$ cat src/rtl/nubus_master_bist_pkg.sv
// Shared types and constants for the NuBus master BIST traffic generator.
// Optional first-mismatch logging is enabled by defining BIST_ERRLOG_EN.
package nubus_master_bist_pkg;

    localparam int unsigned ADDR_W    = 32;
    localparam int unsigned DATA_W    = 32;
    localparam int unsigned STRB_W    = 4;
    localparam int unsigned IDX_W     = 16;
    localparam int unsigned LANE_W    = 3;
    localparam int unsigned NUM_LANES = 7;
    localparam int unsigned ERR_W     = 16;

    localparam logic [DATA_W-1:0] DATA_INC   = 32'h0101_0101;
    localparam logic [STRB_W-1:0] WSTRB_READ = 4'b0000;
    localparam logic [STRB_W-1:0] WSTRB_FULL = 4'b1111;

    // Byte-lane mask used for word i, indexed by i mod 7
    localparam logic [0:NUM_LANES-1][STRB_W-1:0] LANES = {
        4'b1111, 4'b0011, 4'b1100, 4'b0001, 4'b0010, 4'b0100, 4'b1000
    };

    typedef enum logic [3:0] {
        IDLE,
        CLR_REQ,
        CLR_WAIT,
        WR_REQ,
        WR_WAIT,
        RD_REQ,
        RD_WAIT,
        GAP,
        DONE
    } state_t;

    typedef struct packed {
        logic [ADDR_W-1:0] addr;
        logic [DATA_W-1:0] wdata;
        logic [STRB_W-1:0] wstrb;
    } cpu_req_t;

    function automatic logic [STRB_W-1:0] lane_mask(input logic [LANE_W-1:0] lane);
        return (32'(lane) < NUM_LANES) ? LANES[lane] : WSTRB_FULL;
    endfunction

    // Expand a byte strobe into a 32-bit bit mask
    function automatic logic [DATA_W-1:0] lane_expand(input logic [STRB_W-1:0] strb);
        logic [DATA_W-1:0] m;
        m = '0;
        for (int b = 0; b < int'(STRB_W); b++) begin
            m[8*b +: 8] = {8{strb[b]}};
        end
        return m;
    endfunction

endpackage

$ cat src/rtl/nubus_master_bist_if.sv
// CPU-side request port of the NuBus master, as driven by the BIST.
interface nubus_master_bist_if;
    import nubus_master_bist_pkg::*;

    logic              cpu_valid;
    logic [ADDR_W-1:0] cpu_addr;
    logic [DATA_W-1:0] cpu_wdata;
    logic [STRB_W-1:0] cpu_wstrb;
    logic              cpu_lock;
    logic              cpu_ready;
    logic [DATA_W-1:0] cpu_rdata;

    modport master (
        output cpu_valid, cpu_addr, cpu_wdata, cpu_wstrb, cpu_lock,
        input  cpu_ready, cpu_rdata
    );

    modport slave (
        input  cpu_valid, cpu_addr, cpu_wdata, cpu_wstrb, cpu_lock,
        output cpu_ready, cpu_rdata
    );

endinterface

$ cat src/rtl/nubus_bist_pattern.sv
// Combinational address/data/mask/expected generator for BIST word i.
module nubus_bist_pattern
    import nubus_master_bist_pkg::*;
#(
    parameter logic [ADDR_W-1:0] BASE_ADDR   = 32'hF000_0000,
    parameter int unsigned       ADDR_STRIDE = 4,
    parameter logic [DATA_W-1:0] SEED        = 32'h8765_4321
) (
    input  logic [IDX_W-1:0]  idx,
    input  logic [LANE_W-1:0] lane,
    output logic [ADDR_W-1:0] word_addr_c,
    output logic [DATA_W-1:0] word_data_c,
    output logic [STRB_W-1:0] word_mask_c,
    output logic [DATA_W-1:0] word_expected_c
);

    localparam logic [ADDR_W-1:0] BASE_ALIGNED = {BASE_ADDR[ADDR_W-1:2], 2'b00};

    always_comb begin
        word_addr_c     = BASE_ALIGNED + ADDR_W'(idx) * ADDR_W'(ADDR_STRIDE);
        word_data_c     = SEED + DATA_W'(idx) * DATA_INC;
        word_mask_c     = lane_mask(lane);
        // Unwritten lanes keep the zero from the clear pass
        word_expected_c = word_data_c & lane_expand(word_mask_c);
    end

endmodule

$ cat src/rtl/nubus_master_bist.sv
// NuBus master BIST: clear, strobed write and read-back compare over an address window.
// Define BIST_ERRLOG_EN to capture address/data of the first read-back mismatch.
module nubus_master_bist
    import nubus_master_bist_pkg::*;
#(
    parameter logic [ADDR_W-1:0] BASE_ADDR      = 32'hF000_0000,
    parameter int unsigned       NUM_WORDS      = 7,
    parameter int unsigned       ADDR_STRIDE    = 4,
    parameter logic [DATA_W-1:0] SEED           = 32'h8765_4321,
    parameter int unsigned       TIMEOUT_CLOCKS = 64
) (
    input  logic              nub_clkn,
    input  logic              nub_resetn,
    input  logic              start,
    output logic              busy,
    output logic              done,
    output logic              pass,
    output logic              timeout,
    output logic [ERR_W-1:0]  err_count,
    output logic [ADDR_W-1:0] err_addr,
    output logic [DATA_W-1:0] err_rdata,
    output logic [DATA_W-1:0] err_expected,
    nubus_master_bist_if.master bus
);

    localparam int unsigned        TCNT_W    = $clog2(TIMEOUT_CLOCKS);
    localparam logic [TCNT_W-1:0]  TO_LAST   = TCNT_W'(TIMEOUT_CLOCKS - 1);
    localparam logic [IDX_W-1:0]   LAST_IDX  = IDX_W'(NUM_WORDS - 1);
    localparam logic [LANE_W-1:0]  LAST_LANE = LANE_W'(NUM_LANES - 1);

    state_t             state_q, state_d;
    state_t             phase_q, phase_d;
    logic [IDX_W-1:0]   idx_q, idx_d;
    logic [LANE_W-1:0]  lane_q, lane_d;
    logic [TCNT_W-1:0]  tcnt_q, tcnt_d;
    cpu_req_t           req_q, req_d;
    logic               valid_q, valid_d;
    logic               busy_q, busy_d;
    logic               done_q, done_d;
    logic               pass_q, pass_d;
    logic               timeout_q, timeout_d;
    logic [ERR_W-1:0]   err_cnt_q, err_cnt_d;

    logic [ADDR_W-1:0]  word_addr_c;
    logic [DATA_W-1:0]  word_data_c;
    logic [STRB_W-1:0]  word_mask_c;
    logic [DATA_W-1:0]  word_expected_c;
    logic               mismatch_c;

    nubus_bist_pattern #(
        .BASE_ADDR   (BASE_ADDR),
        .ADDR_STRIDE (ADDR_STRIDE),
        .SEED        (SEED)
    ) u_pattern (
        .idx             (idx_q),
        .lane            (lane_q),
        .word_addr_c     (word_addr_c),
        .word_data_c     (word_data_c),
        .word_mask_c     (word_mask_c),
        .word_expected_c (word_expected_c)
    );

    assign mismatch_c = (bus.cpu_rdata != word_expected_c);

    always_ff @(posedge nub_clkn or negedge nub_resetn) begin
        if (!nub_resetn) begin
            state_q   <= IDLE;
            phase_q   <= CLR_REQ;
            idx_q     <= '0;
            lane_q    <= '0;
            tcnt_q    <= '0;
            req_q     <= '0;
            valid_q   <= 1'b0;
            busy_q    <= 1'b0;
            done_q    <= 1'b0;
            pass_q    <= 1'b0;
            timeout_q <= 1'b0;
            err_cnt_q <= '0;
        end else begin
            state_q   <= state_d;
            phase_q   <= phase_d;
            idx_q     <= idx_d;
            lane_q    <= lane_d;
            tcnt_q    <= tcnt_d;
            req_q     <= req_d;
            valid_q   <= valid_d;
            busy_q    <= busy_d;
            done_q    <= done_d;
            pass_q    <= pass_d;
            timeout_q <= timeout_d;
            err_cnt_q <= err_cnt_d;
        end
    end

    // Sequencer: phase_q remembers which pass's *_REQ state to return to after GAP
    always_comb begin
        state_d   = state_q;
        phase_d   = phase_q;
        idx_d     = idx_q;
        lane_d    = lane_q;
        tcnt_d    = tcnt_q;
        req_d     = req_q;
        valid_d   = valid_q;
        busy_d    = busy_q;
        done_d    = done_q;
        pass_d    = pass_q;
        timeout_d = timeout_q;
        err_cnt_d = err_cnt_q;

        unique case (state_q)
            IDLE, DONE: begin
                if (start) begin
                    state_d   = CLR_REQ;
                    phase_d   = CLR_REQ;
                    idx_d     = '0;
                    lane_d    = '0;
                    busy_d    = 1'b1;
                    done_d    = 1'b0;
                    pass_d    = 1'b0;
                    timeout_d = 1'b0;
                    err_cnt_d = '0;
                end
            end
            CLR_REQ, WR_REQ, RD_REQ: begin
                valid_d    = 1'b1;
                tcnt_d     = '0;
                req_d.addr = word_addr_c;
                case (state_q)
                    CLR_REQ: begin
                        req_d.wdata = '0;
                        req_d.wstrb = WSTRB_FULL;
                        state_d     = CLR_WAIT;
                    end
                    WR_REQ: begin
                        req_d.wdata = word_data_c;
                        req_d.wstrb = word_mask_c;
                        state_d     = WR_WAIT;
                    end
                    default: begin
                        req_d.wdata = '0;
                        req_d.wstrb = WSTRB_READ;
                        state_d     = RD_WAIT;
                    end
                endcase
            end
            CLR_WAIT, WR_WAIT, RD_WAIT: begin
                if (bus.cpu_ready) begin
                    valid_d = 1'b0;
                    state_d = GAP;
                    if (state_q == RD_WAIT && mismatch_c && err_cnt_q != '1) begin
                        err_cnt_d = err_cnt_q + ERR_W'(1);
                    end
                end else if (tcnt_q == TO_LAST) begin
                    valid_d   = 1'b0;
                    timeout_d = 1'b1;
                    busy_d    = 1'b0;
                    done_d    = 1'b1;
                    pass_d    = 1'b0;
                    state_d   = DONE;
                end else begin
                    tcnt_d = tcnt_q + TCNT_W'(1);
                end
            end
            GAP: begin
                if (idx_q == LAST_IDX) begin
                    idx_d  = '0;
                    lane_d = '0;
                    case (phase_q)
                        CLR_REQ: begin
                            phase_d = WR_REQ;
                            state_d = WR_REQ;
                        end
                        WR_REQ: begin
                            phase_d = RD_REQ;
                            state_d = RD_REQ;
                        end
                        default: begin
                            state_d = DONE;
                            busy_d  = 1'b0;
                            done_d  = 1'b1;
                            pass_d  = (err_cnt_q == '0);
                        end
                    endcase
                end else begin
                    idx_d   = idx_q + IDX_W'(1);
                    lane_d  = (lane_q == LAST_LANE) ? '0 : lane_q + LANE_W'(1);
                    state_d = phase_q;
                end
            end
            default: state_d = IDLE;
        endcase
    end

    assign busy          = busy_q;
    assign done          = done_q;
    assign pass          = pass_q;
    assign timeout       = timeout_q;
    assign err_count     = err_cnt_q;
    assign bus.cpu_valid = valid_q;
    assign bus.cpu_addr  = req_q.addr;
    assign bus.cpu_wdata = req_q.wdata;
    assign bus.cpu_wstrb = req_q.wstrb;
    assign bus.cpu_lock  = 1'b0;

`ifdef BIST_ERRLOG_EN
    logic [ADDR_W-1:0] log_addr_q;
    logic [DATA_W-1:0] log_rdata_q;
    logic [DATA_W-1:0] log_exp_q;
    logic              log_clear_c;
    logic              log_capture_c;

    assign log_clear_c   = start && (state_q == IDLE || state_q == DONE);
    assign log_capture_c = (state_q == RD_WAIT) && bus.cpu_ready && mismatch_c
                           && (err_cnt_q == '0);

    // First-mismatch log, held until the next accepted start
    always_ff @(posedge nub_clkn or negedge nub_resetn) begin
        if (!nub_resetn) begin
            log_addr_q  <= '0;
            log_rdata_q <= '0;
            log_exp_q   <= '0;
        end else if (log_clear_c) begin
            log_addr_q  <= '0;
            log_rdata_q <= '0;
            log_exp_q   <= '0;
        end else if (log_capture_c) begin
            log_addr_q  <= req_q.addr;
            log_rdata_q <= bus.cpu_rdata;
            log_exp_q   <= word_expected_c;
        end
    end

    assign err_addr     = log_addr_q;
    assign err_rdata    = log_rdata_q;
    assign err_expected = log_exp_q;
`else
    assign err_addr     = '0;
    assign err_rdata    = '0;
    assign err_expected = '0;
`endif

endmodule

$ cat src/flat_wrapper.sv
// flat-port wrapper written by rule: the top's interface ports become plain ports
module nubus_master_bist_flat import nubus_master_bist_pkg::*;
#(
    parameter logic [ADDR_W-1:0] BASE_ADDR      = 32'hF000_0000,
    parameter int unsigned       NUM_WORDS      = 7,
    parameter int unsigned       ADDR_STRIDE    = 4,
    parameter logic [DATA_W-1:0] SEED           = 32'h8765_4321,
    parameter int unsigned       TIMEOUT_CLOCKS = 64
)
  (nub_clkn, nub_resetn, start, busy, done, pass, timeout, err_count, err_addr, err_rdata, err_expected, bus_cpu_valid, bus_cpu_addr, bus_cpu_wdata, bus_cpu_wstrb, bus_cpu_lock, bus_cpu_ready, bus_cpu_rdata);
  nubus_master_bist_if bus_i ();
  input  logic nub_clkn;
  input  logic nub_resetn;
  input  logic start;
  output logic busy;
  output logic done;
  output logic pass;
  output logic timeout;
  output logic [ERR_W-1:0] err_count;
  output logic [ADDR_W-1:0] err_addr;
  output logic [DATA_W-1:0] err_rdata;
  output logic [DATA_W-1:0] err_expected;
  output wire logic [$bits(bus_i.cpu_valid)-1:0] bus_cpu_valid;
  output wire logic [$bits(bus_i.cpu_addr)-1:0] bus_cpu_addr;
  output wire logic [$bits(bus_i.cpu_wdata)-1:0] bus_cpu_wdata;
  output wire logic [$bits(bus_i.cpu_wstrb)-1:0] bus_cpu_wstrb;
  output wire logic [$bits(bus_i.cpu_lock)-1:0] bus_cpu_lock;
  input wire logic [$bits(bus_i.cpu_ready)-1:0] bus_cpu_ready;
  input wire logic [$bits(bus_i.cpu_rdata)-1:0] bus_cpu_rdata;
  assign bus_cpu_valid = bus_i.cpu_valid;
  assign bus_cpu_addr = bus_i.cpu_addr;
  assign bus_cpu_wdata = bus_i.cpu_wdata;
  assign bus_cpu_wstrb = bus_i.cpu_wstrb;
  assign bus_cpu_lock = bus_i.cpu_lock;
  assign bus_i.cpu_ready = bus_cpu_ready;
  assign bus_i.cpu_rdata = bus_cpu_rdata;
  nubus_master_bist #(.BASE_ADDR(BASE_ADDR), .NUM_WORDS(NUM_WORDS), .ADDR_STRIDE(ADDR_STRIDE), .SEED(SEED), .TIMEOUT_CLOCKS(TIMEOUT_CLOCKS)) u_core (.nub_clkn(nub_clkn), .nub_resetn(nub_resetn), .start(start), .busy(busy), .done(done), .pass(pass), .timeout(timeout), .err_count(err_count), .err_addr(err_addr), .err_rdata(err_rdata), .err_expected(err_expected), .bus(bus_i));
endmodule
$ cat config.mk
export PLATFORM = sky130hd
export DESIGN_NAME = nubus_master_bist_flat
export DESIGN_NICKNAME = d
export VERILOG_FILES = /design/src/rtl/nubus_master_bist_pkg.sv /design/src/rtl/nubus_master_bist_if.sv /design/src/rtl/nubus_bist_pattern.sv /design/src/rtl/nubus_master_bist.sv /design/src/flat_wrapper.sv
export SDC_FILE = /design/constraint.sdc
export NUM_CORES = 1
export LEC_CHECK = 0
export CAP_MARGIN = 20
export CORE_MARGIN = 4
export CORE_UTILIZATION = 25
export CTS_BUF_LIST = sky130_fd_sc_hd__clkbuf_8 sky130_fd_sc_hd__clkbuf_16
export DETAILED_ROUTE_END_ITERATION = 6
export PLACE_DENSITY = 0.41
export SLEW_MARGIN = 20
export SYNTH_ARGS = -nofsm -noshare
export SYNTH_HDL_FRONTEND = slang
export SYNTH_SLANG_ARGS = --single-unit
$ cat constraint.sdc
create_clock -name nub_clkn -period 5.2 [get_ports nub_clkn]
set_input_delay 0.78 -clock nub_clkn [delete_from_list [all_inputs] [get_ports nub_clkn]]
set_output_delay 0.78 -clock nub_clkn [all_outputs]
set_load 0.02 [all_outputs]
==> results by group, run 1 <==
Status
  – Status: finished clean

Timing
  – Final period util: 0.972
  – Max_slew headroom: 0.288
  – # setup viols final: 0
  – Final Hold Viols: 0
  – Clock skew: between 10 and 15 ps
  – Worst-Margin Slew: about 1100 ps
  – Tmin final: around 5100 ps
  – Final Slew Violations: 0
  – FMAX: a little under 200 MHz

Die
  – Num ports: about 220
  – Number of placement rows: 73
  – Starting Density: 0.256
  – Core area: ~40000 um^2
  – Chip Width: between 200 and 250 um
  – Die Y-Extent: ~210 um
  – Die area: around 44000 um^2

Global routing
  – GR Util All Layers: 0.171
  – Vias in the first global route: between 9000 and 10000
  – Largest net degree at the start of global routing: slightly below 70
  – GR Util met3: 0.0265
  – GRT overflow: 0
  – M1 GR Usage: 0.246
  – Gr busiest metal: met2
  – Met2 Use GR: 0.271
  – First-pass GRT wire length: 58700 um
  – Initial antenna violation count: 0

Finish
  – Final Cell Area: roughly 13000 um^2
  – Fraction of layout cells with a size suffix above 1: 0.120
  – Storage cell area: approximately 2600 um^2
  – Nets: approximately 1500
  – Non-filler cells, final: roughly 1900
  – Fillers: 4270
  – Inserted Diodes: 0
  – Layout area overhead: 22.3%
  – Multi-input gate area: 7080 um^2

Pwr
  – Leakage Power: about 5.6 nW
  – Power per cell area: ~470 nW/um^2
  – Comb power frac: 0.665
  – Clk pwr share: 0.128
  – Internal: 2.88 mW
  – Register share of total power: 0.208
  – Switching part of the total power: 0.511
  – P_sw: 3.01 mW
  – Peak supply drop: 0.000256 V

Worst setup path
  – Arr. time, crit path: between 5000 and 6000 ps
  – Worst-path fanout max: 11
  – WP data required: 5470 ps
  – Reg2reg setup slack: between 100 and 150 ps
  – Crit path kind: flip-flop to flip-flop
  – R2r startpoint: u_core.idx_q[14]
  – CP Buf/Inv Count: 3
  – CP startpoint kind: flip-flop
  – CP startpoint: u_core.idx_q[14]
  – Endpoint class of the critical path: flip-flop
  – Largest delay share family, worst path: adder cells
  – Cells along the critical path: inv_1 -> ha_1 -> ha_1 -> ha_1 -> fa_1 -> ha_1 -> ha_1 -> buf_6 -> o2111a_2 -> or3b_1 -> o21ai_2 -> xnor2_1 -> nor4_2 -> a311oi_4 -> nand4b_1 -> or2_4 -> buf_4 -> a21o_1
  – CP dominant cell by count: ha_1
  – CP peak stage delay: 480 ps
  – Slowest CP cell: fa_1

Drt
  – First DRT Iteration DRCs: 619
  – Post-route DRC: 0
  – Total number of vias: approximately 9400
  – Routed vias/inst: approximately 4.9
  – Wire per inst: slightly above 20 um
  – Routed Wire Length: 39100 um
  – Pre-antenna DRT Iters: 6
  – Post-route antenna net violation count: 0

Placed design
  – Gpl congestion: 0.885
  – IO Port Bufs: around 110
  – Detailed placement HPWL: between 30000 and 40000 um
  – DP Area: ~12000 um^2
  – Placed cell count: 1892

Yosys
  – Synth async-reset ratio: 1.00
  – Top cell type by total area after synthesis: dfrtp_1
  – Cells after Synth: about 1200
  – Largest cells by area after synthesis: dfrtp_1 26%, ha_1 12%, buf_4 8.2%, nand2_1 5.7%, o21ai_0 4.1%
  – Synth top area share: 0.256
  – Yosys warns: 0
  – Sequential-to-total area share from yosys stat: 0.256
  – Post-synth EDFFs: 0
  – Distinct cell type count after synthesis: just under 90
  – #FFs+latches synth: ~110
  – Post-Syn Area: 10300 um^2
  – Syn Area/Cell: roughly 8.2 um^2
  – Top FF cell, synth: dfrtp_1

Clocking
  – Clock Path Buffers: 2
  – Root cell of the clock tree: clkbuf_16
  – CTS tree: yes
  – Htree depth: 3
  – Hold buffers post-CTS: 0
  – Clk pin slew, worst setup/hold paths: around 80 ps
  – Number of buffers created by CTS: 9
  – Clk Latency, worst-skew pair: 380 ps
  – TritonCTS Sinks: around 110

Min path
  – HP Class: flip-flop to flip-flop
  – Hold Path Origin: u_core.bus.cpu_addr[8]

Run
  – Max-Cap Viols: 0
==> cells in the mapped netlist (all sizes together) (22+ instances only) <==
master / number
nand2: 155
buf: 141
dfrtp: 105
ha: 96
o21ai: 94
a21oi: 65
nor2: 63
nor3: 42
clkbuf: 34
inv: 29
xnor2: 29
a21o: 27
nand3: 23
nand4: 22
o31ai: 22
or3: 22
==> stage by stage <==
step / util / setup WS (ps) / hold WS, ps / setup TNS [ps] / power [mW]
global route: 0.313 / -18.7 / 508 / -24.3 / 6.31
detailed placement: 0.297 / -295 / 467 / -2880 / 4.96
floorplan: - / 388 / 476 / 0 / 3.51
global placement: 0.297 / -316 / 462 / -2870 / 4.98
CTS: 0.306 / 17.6 / 486 / 0 / 5.78
finish: 0.313 / 148 / 479 / 0 / 5.89
==> kinds of logic (layout without fill, tap and decap cells) <==
logic type | count (synthesis) | after routing | share of synthesized area
xor gates and xnor gates | 41 | 41 | 0.0372
buffers and inverters | 204 | 239 | 0.121
AOI/OAI and AO/OA | 328 | 328 | 0.217
DFF | 105 | 105 | 0.256
muxes | 11 | 11 | 0.0110
adders and majority gates | 102 | 102 | 0.129
and+or+nand+nor | 453 | 453 | 0.229
other | 1 | 109 | 0.000366
==> worst register-to-register path: cells and delay by family, from the launching register on <==
family          cells  cell delay (ps)
compound gates      4              690
xor+xnor            1              150
fa+ha+maj           6             1960
buf+inv             3              410
flops               1              400
simple gates        4             1360
==> state kept, by name, indices dropped and copies added, names as in the netlist <==
name / count
u_core.bus.cpu_addr: 17
u_core.bus.cpu_valid: 1
u_core.bus.cpu_wdata: 32
u_core.bus.cpu_wstrb: 4
u_core.busy: 1
u_core.done: 1
u_core.err_count: 16
u_core.idx_q: 16
u_core.lane_q: 3
u_core.pass: 1
u_core.phase_q: 2
u_core.state_q: 4
u_core.tcnt_q: 6
u_core.timeout: 1
==> per-layer routing <==
| layer | routed length [um] | vias up |
|---|---|---|
| met3 | 1560 | 33 |
| met5 | 0 | - |
| li1 | - | 4595 |
| met2 | 18000 | 250 |
| met4 | 594 | 0 |
| met1 | 19000 | 4559 |
==> timing repair <==
item / in CTS / in global routing
resized for setup: 9 / 39
setup endpoints to repair: 16 / 16
setup buffers: 2 / 3
pin swaps: 2 / 13
hold endpoints to repair: 0 / 0
==> power groups by stage <==
stage                     clock network, mW  registers, mW  logic [mW]
final                                 0.753           1.22        3.91
after global routing                  0.816           1.26        4.23
after CTS                             0.786           1.23        3.77
after detailed placement                  0           1.24        3.72
after global placement                    0           1.24        3.74
after floorplan                           0           1.31        2.20
==> cell type report <==
type,count,share of cell area
Multi-Input combinational cell,1044,0.565
Sequential cell,105,0.210
Timing Repair Buffer,194,0.140
Tap cell,525,0.0524
Clock buffer,9,0.0180
Inverter,29,0.00868
Clock inverter,7,0.00659
==> cells in the final DEF (no fill, tap or decap), drive strengths merged, types with 42 or more instances in the layout <==
cell / n
clkdlybuf4s50: 111
buf: 83
ha: 96
dfrtp: 105
nor2: 63
conb: 109
o21ai: 94
nand2: 155
a21oi: 65
nor3: 42
==> final timing paths <==
kind | endpoint | cells past startpoint
setup reg to reg | u_core.err_count[7] | 18
max in group asynchronous | u_core.bus.cpu_addr[12] | 2
min in group asynchronous | u_core.bus.cpu_valid | 1
hold / removal | u_core.bus.cpu_addr[8] | 2
setup / recovery | u_core.err_count[7] | 18
hold reg to reg | u_core.bus.cpu_addr[8] | 2
(Power assumes the default switching activity.)
==> run 2: changes to the inputs <==
--- a/config.mk
+++ b/config.mk
@@ -9,7 +9,9 @@
 export CORE_MARGIN = 4
 export CORE_UTILIZATION = 25
 export CTS_BUF_LIST = sky130_fd_sc_hd__clkbuf_8 sky130_fd_sc_hd__clkbuf_16
+export CTS_CLUSTER_SIZE = 24
 export DETAILED_ROUTE_END_ITERATION = 6
+export GPL_TIMING_DRIVEN = 0
 export PLACE_DENSITY = 0.41
 export SLEW_MARGIN = 20
 export SYNTH_ARGS = -nofsm -noshare
==> run 2 against run 1 <==
Core utilization up 2.3 points. Critical path depth increased by 3. Sequential power is 3% lower. Clock-buffer cell count is 1 higher. Largest cell class unchanged. Clock skew increased by 9.6 ps. Die area unchanged. Sequential cell count is the same.
==> results by group, run 2 (synthesized netlist as in run 1, its figures left out) <==
Pwr
  – Peak supply drop: between 0.00015 and 0.0002 V
  – Power per cell area: 452 nW/um^2
  – Tot Pwr: about 6.1 mW
  – Register share of total power: 0.193
  – Leakage Power: around 6.2 nW
  – Comb power frac: 0.679
  – Internal: 2.90 mW
  – P_sw: 3.20 mW
  – Switching part of the total power: 0.524
  – Clk pwr share: 0.127

Clocking
  – TritonCTS Sinks: 105
  – CTS tree: yes
  – Htree depth: 3
  – Root cell of the clock tree: clkbuf_16
  – Clock Path Buffers: 2
  – Clk pin slew, worst setup/hold paths: ~90 ps
  – Clk Latency, worst-skew pair: about 390 ps
  – Number of buffers created by CTS: 9

Global routing
  – GRT overflow: 0
  – First-pass GRT wire length: 61100 um
  – GR Util All Layers: 0.178
  – Initial antenna violation count: 1
  – Vias in the first global route: a little under 10000
  – Largest net degree at the start of global routing: 55

Timing
  – Final Hold Viols: 0
  – Final worst slack: 221 ps
  – # setup viols final: 0
  – Max_slew headroom: 0.300
  – Worst-Margin Slew: roughly 1000 ps
  – Clock skew: around 22 ps
  – Final period util: 0.958
  – RSZ-0062 raised after global routing: false
  – Tmin final: 4980 ps
  – Final Slew Violations: 0
  – FMAX: approximately 200 MHz

Worst setup path
  – WP data required: around 5500 ps
  – CP startpoint kind: flip-flop
  – Slowest CP cell: dfrtp_2
  – CP dominant cell by count: ha_1
  – Endpoint class of the critical path: flip-flop
  – Critical Path Stages: 21
  – Cells along the critical path: clkinv_4 -> ha_1 -> ha_2 -> ha_4 -> ha_1 -> ha_1 -> ha_1 -> buf_6 -> nand4_1 -> nor2_2 -> a211oi_2 -> buf_4 -> xnor2_4 -> a21boi_0 -> a211o_1 -> nor4_4 -> nand4b_1 -> or2_1 -> buf_6 -> buf_6 -> a21o_1
  – Crit path kind: flip-flop to flip-flop
  – Largest delay share family, worst path: adder cells
  – CP peak stage delay: between 400 and 500 ps
  – Worst-path fanout max: 10
  – Reg2reg path depth: 21
  – CP Buf/Inv Count: 5
  – Arr. time, crit path: between 5000 and 6000 ps

Drt
  – Post-route antenna net violation count: 0
  – Total number of vias: roughly 10000
  – Pre-antenna DRT Iters: 5
  – Routed Wire Length: 41300 um
  – Routed vias/inst: between 4 and 5
  – First DRT Iteration DRCs: approximately 740
  – Post-route DRC: 0
  – Wire per inst: around 20 um

Finish
  – Most frequent cells in the layout: 155 x nand2_1, 143 x buf_4, 111 x clkdlybuf4s50_1, 109 x conb_1, 97 x dfrtp_1
  – Inserted Diodes: 0
  – Nets: between 1500 and 2000
  – Fraction of layout cells with a size suffix above 1: 0.192
  – Layout area overhead: 31.4%
  – Max FFs per register: 32
  – Most common cell after layout, fill and taps aside: nand2_1

Die
  – Num ports: 222
  – Chip Width: around 210 um
  – Die Y-Extent: 211 um
  – Starting Density: 0.256
  – Die area: approximately 44000 um^2
  – Number of placement rows: 73
  – Core area: 40100 um^2

Min path
  – HP Class: input pin to asynchronous set/reset pin

Placed design
  – Worst slack at placement: -884 ps
  – IO Port Bufs: between 100 and 150
  – Detailed placement HPWL: 33100 um
  – Gpl congestion: between 0.9 and 1

Status
  – Status: finished clean

Run
  – Max-Cap Viols: 0
run 2: path summary, 6_finish.rpt:
check / from / endpoint / slack [ps]
setup / recovery: u_core.idx_q[14] / u_core.err_count[14] / 220
hold / removal: nub_resetn / u_core.tcnt_q[5] / 370
setup reg to reg: u_core.idx_q[14] / u_core.err_count[14] / 220
hold reg to reg: u_core.bus.cpu_addr[9] / u_core.bus.cpu_addr[9] / 480
max in group asynchronous: nub_resetn / u_core.bus.cpu_wdata[22] / 4140
min in group nub_clkn: u_core.bus.cpu_addr[9] / u_core.bus.cpu_addr[9] / 480
run 2: timing repair:
action | 4_1_cts | 5_1_grt
buffers inserted | 15 | 13
pin swaps | 20 | 20
setup endpoints to repair | 16 | 16
hold buffers | 0 | 0
resized for setup | 49 | 67
run 2: metrics by stage:
stage | hold WS [ps] | util | area (um^2) | cells | setup TNS, ps
final | 368 | 0.336 | 13500 | 2032 | 0
after global routing | 411 | 0.336 | 13500 | 2032 | 0
after global placement | 465 | 0.310 | 12400 | 1990 | -155190
after CTS | 383 | 0.327 | 13100 | 2022 | 0
after floorplan | 476 | - | 10700 | 1353 | 0
after detailed placement | 469 | 0.311 | 12500 | 1992 | -12510
run 2: power groups by stage:
| stage | Clock (mW) | Combinational (mW) | Sequential, mW |
|---|---|---|---|
| finish | 0.777 | 4.14 | 1.18 |
| global route | 0.835 | 4.49 | 1.21 |
| floorplan | 0 | 2.20 | 1.31 |
| CTS | 0.805 | 3.93 | 1.18 |
| global placement | 0 | 3.73 | 1.20 |
| detailed placement | 0 | 3.74 | 1.20 |
run 2: routing by layer:
metal / vias to the layer above / global-route usage / share of wire / routed length (um)
li1: 4845 / - / - / -
met1: 4818 / 0.256 / 0.47 / 19500
met2: 333 / 0.277 / 0.45 / 18600
met5: - / 0 / 0 / 0
met4: 0 / 0.0545 / 0.026 / 1070
met3: 54 / 0.0250 / 0.051 / 2100
run 2: layout make-up:
cell class                 instances  area, um^2
fill                            4218       26600
multi-input combinational       1044        7240
sequential                       105        2640
timing repair buffer             142        1370
buffer                           171        1140
tap                              525         657
clock buffer                      10         239
inverter                          29         114
clock inverter                     6        76.3
run 2: worst register-to-register path, cell delays in order, from the launching register on:
cell and delay (ps):
dfrtp_2 410, clkinv_4 80, ha_1 300, ha_2 190, ha_4 280, ha_1 220, ha_1 300, ha_1 290
buf_6 140, nand4_1 220, nor2_2 230, a211oi_2 90, buf_4 210, xnor2_4 220, a21boi_0 190, a211o_1 350
nor4_4 270, nand4b_1 200, or2_1 260, buf_6 130, buf_6 140, a21o_1 170
==> run 3: changes to the inputs <==
--- a/config.mk
+++ b/config.mk
@@ -9,8 +9,10 @@
 export CORE_MARGIN = 4
 export CORE_UTILIZATION = 25
 export CTS_BUF_LIST = sky130_fd_sc_hd__clkbuf_8 sky130_fd_sc_hd__clkbuf_16
+export CTS_CLUSTER_DIAMETER = 40
 export CTS_CLUSTER_SIZE = 24
 export DETAILED_ROUTE_END_ITERATION = 6
+export GPL_ROUTABILITY_DRIVEN = 0
 export GPL_TIMING_DRIVEN = 0
 export PLACE_DENSITY = 0.41
 export SLEW_MARGIN = 20
==> run 3 against run 2 <==
The run now ends with DRC left. Via count decreased by 0.26%. Combinational power about the same. Total power grew 0.23%. Setup slack worse by 59 ps. Non-clock buffer count is 3 lower. Global-route usage is 0.40 points lower. Clock power increased by 5.1%. Cell count hardly changed. Design area fell by 0.20%. Wire length is 1.9% lower. Register-to-register slack got worse by 60 ps.
==> results by group, run 3 (synthesized netlist as in run 1, its figures left out) <==
Finish
  – Most common cell after layout, fill and taps aside: nand2_1
  – Fraction of layout cells with a size suffix above 1: 0.189
  – Nets: approximately 1600
  – Layout area overhead: 31.2%
  – Max FFs per register: 32
  – Most frequent cells in the layout: 155 x nand2_1, 142 x buf_4, 111 x clkdlybuf4s50_1, 109 x conb_1, 99 x dfrtp_1
  – Final Cell Area: between 10000 and 15000 um^2
  – Util after Layout: 0.335
  – Non-filler cells, final: 2030

Placed design
  – IO Port Bufs: between 100 and 150
  – Worst slack at placement: -709 ps
  – DP Area: around 12000 um^2
  – Placed cell count: 1991
  – Detailed placement HPWL: about 32000 um

Global routing
  – First-pass GRT wire length: between 50000 and 60000 um
  – GRT overflow: 0
  – Initial antenna violation count: 4
  – Vias in the first global route: 9467
  – Largest net degree at the start of global routing: 54
  – GR Util All Layers: 0.174

Clocking
  – Root cell of the clock tree: clkbuf_16
  – Clk pin slew, worst setup/hold paths: around 90 ps
  – Htree depth: 3
  – Number of buffers created by CTS: 9
  – Clock Path Buffers: 2
  – CTS tree: yes
  – Clk Latency, worst-skew pair: 390 ps
  – Hold buffers post-CTS: 0
  – TritonCTS Sinks: about 110

Worst setup path
  – Slowest CP cell: fa_1
  – Cells along the critical path: ha_2 -> inv_1 -> ha_2 -> inv_2 -> fa_1 -> ha_1 -> ha_4 -> ha_4 -> buf_6 -> and4_4 -> and2_4 -> a221oi_4 -> xor2_2 -> mux2i_1 -> o2111ai_1 -> nor4b_2 -> nand4b_1 -> or2_1 -> buf_6 -> buf_6 -> a21o_1
  – Arr. time, crit path: approximately 5300 ps
  – WP data required: ~5500 ps
  – Endpoint class of the critical path: flip-flop
  – Crit path kind: flip-flop to flip-flop
  – CP startpoint kind: flip-flop
  – CP dominant cell by count: buf_6
  – CP peak stage delay: between 400 and 500 ps
  – Worst-path fanout max: 10

Status
  – Failing checks: DRC
  – Status: finished with violations

Timing
  – Final period util: 0.969
  – Tmin final: 5040 ps
  – Worst-Margin Slew: about 1100 ps
  – Final Slew Violations: 0
  – Final Hold Viols: 0
  – # setup viols final: 0
  – Final setup TNS: 0 ps
  – Final worst slack: around 160 ps
  – Clock skew: around 23 ps
  – Max_slew headroom: 0.232
  – FMAX: roughly 200 MHz

Pwr
  – Power per cell area: ~450 nW/um^2
  – Peak supply drop: approximately 0.00016 V
  – Leakage Power: 6.20 nW

Die
  – Starting Density: 0.256
  – Number of placement rows: between 70 and 80
  – Die Y-Extent: roughly 210 um
  – Core area: between 40000 and 50000 um^2
  – Num ports: 222
  – Die area: about 44000 um^2
  – Chip Width: between 200 and 250 um

Drt
  – Post-route antenna net violation count: 0
  – Routed vias/inst: ~4.9
  – Routed Wire Length: about 40000 um
  – First DRT Iteration DRCs: ~800
  – Total number of vias: between 10000 and 15000
  – Post-route DRC: 7
  – Pre-antenna DRT Iters: 7
  – Wire per inst: approximately 20 um

Run
  – Max-Cap Viols: 0

Min path
  – HP Class: input pin to asynchronous set/reset pin
-- run 3: timing repair --
item                                    CTS  global route
gates resized for setup                  42            75
buffers inserted                         14            12
endpoints found under the setup margin   16            16
gates cloned                              0             0
pin swaps                                14            22
-- run 3: layer usage --
metal,global-route usage,vias up,share of wire
met5,0,-,0.00059
met4,0.0380,4,0.015
met3,0.0281,36,0.054
met2,0.274,337,0.46
met1,0.252,4807,0.48
li1,-,4840,-
-- run 3: power by group --
part           switching (mW)  internal [mW]
clock                   0.388          0.429
sequential              0.173           1.01
combinational            2.60           1.51
-- run 3: cell type report --
type                       instances  area (um^2)
tap                              525          657
clock buffer                       9          225
inverter                          29          109
multi-input combinational       1044         7220
buffer                           171         1150
fill                            4239        26600
timing repair buffer             139         1350
sequential                       105         2640
clock inverter                     7          103
antenna                            1         2.50
-- run 3: critical path: cells and delay by family, from the launching register on --
family,cells,cell delay [ps]
AOI/OAI and AO/OA,3,730
xor gates and xnor gates,1,270
adders and majority gates,6,1620
buffers and inverters,5,520
DFF,1,420
muxes,1,230
and+or+nand+nor,5,1150
-- run 3: through the flow --
| step | hold WS [ps] | total power [mW] |
|---|---|---|
| final | 374 | 6.11 |
| after global routing | 408 | 6.54 |
| after CTS | 387 | 5.87 |
| after detailed placement | 468 | 4.88 |
| after global placement | 467 | 4.89 |
| after floorplan | 476 | 3.51 |
-- run 3: path summary, 6_finish.rpt --
kind | startpoint | to | slack, ps | cells past startpoint
max | u_core.idx_q[15] | u_core.err_count[6] | 160 | 21
min | nub_resetn | u_core.tcnt_q[5] | 370 | 1
max reg2reg | u_core.idx_q[15] | u_core.err_count[6] | 160 | 21
min reg2reg | u_core.bus.cpu_addr[5] | u_core.bus.cpu_addr[5] | 480 | 2
max in group asynchronous | nub_resetn | u_core.bus.cpu_wdata[24] | 4140 | 2
min in group nub_clkn | u_core.bus.cpu_addr[5] | u_core.bus.cpu_addr[5] | 480 | 2
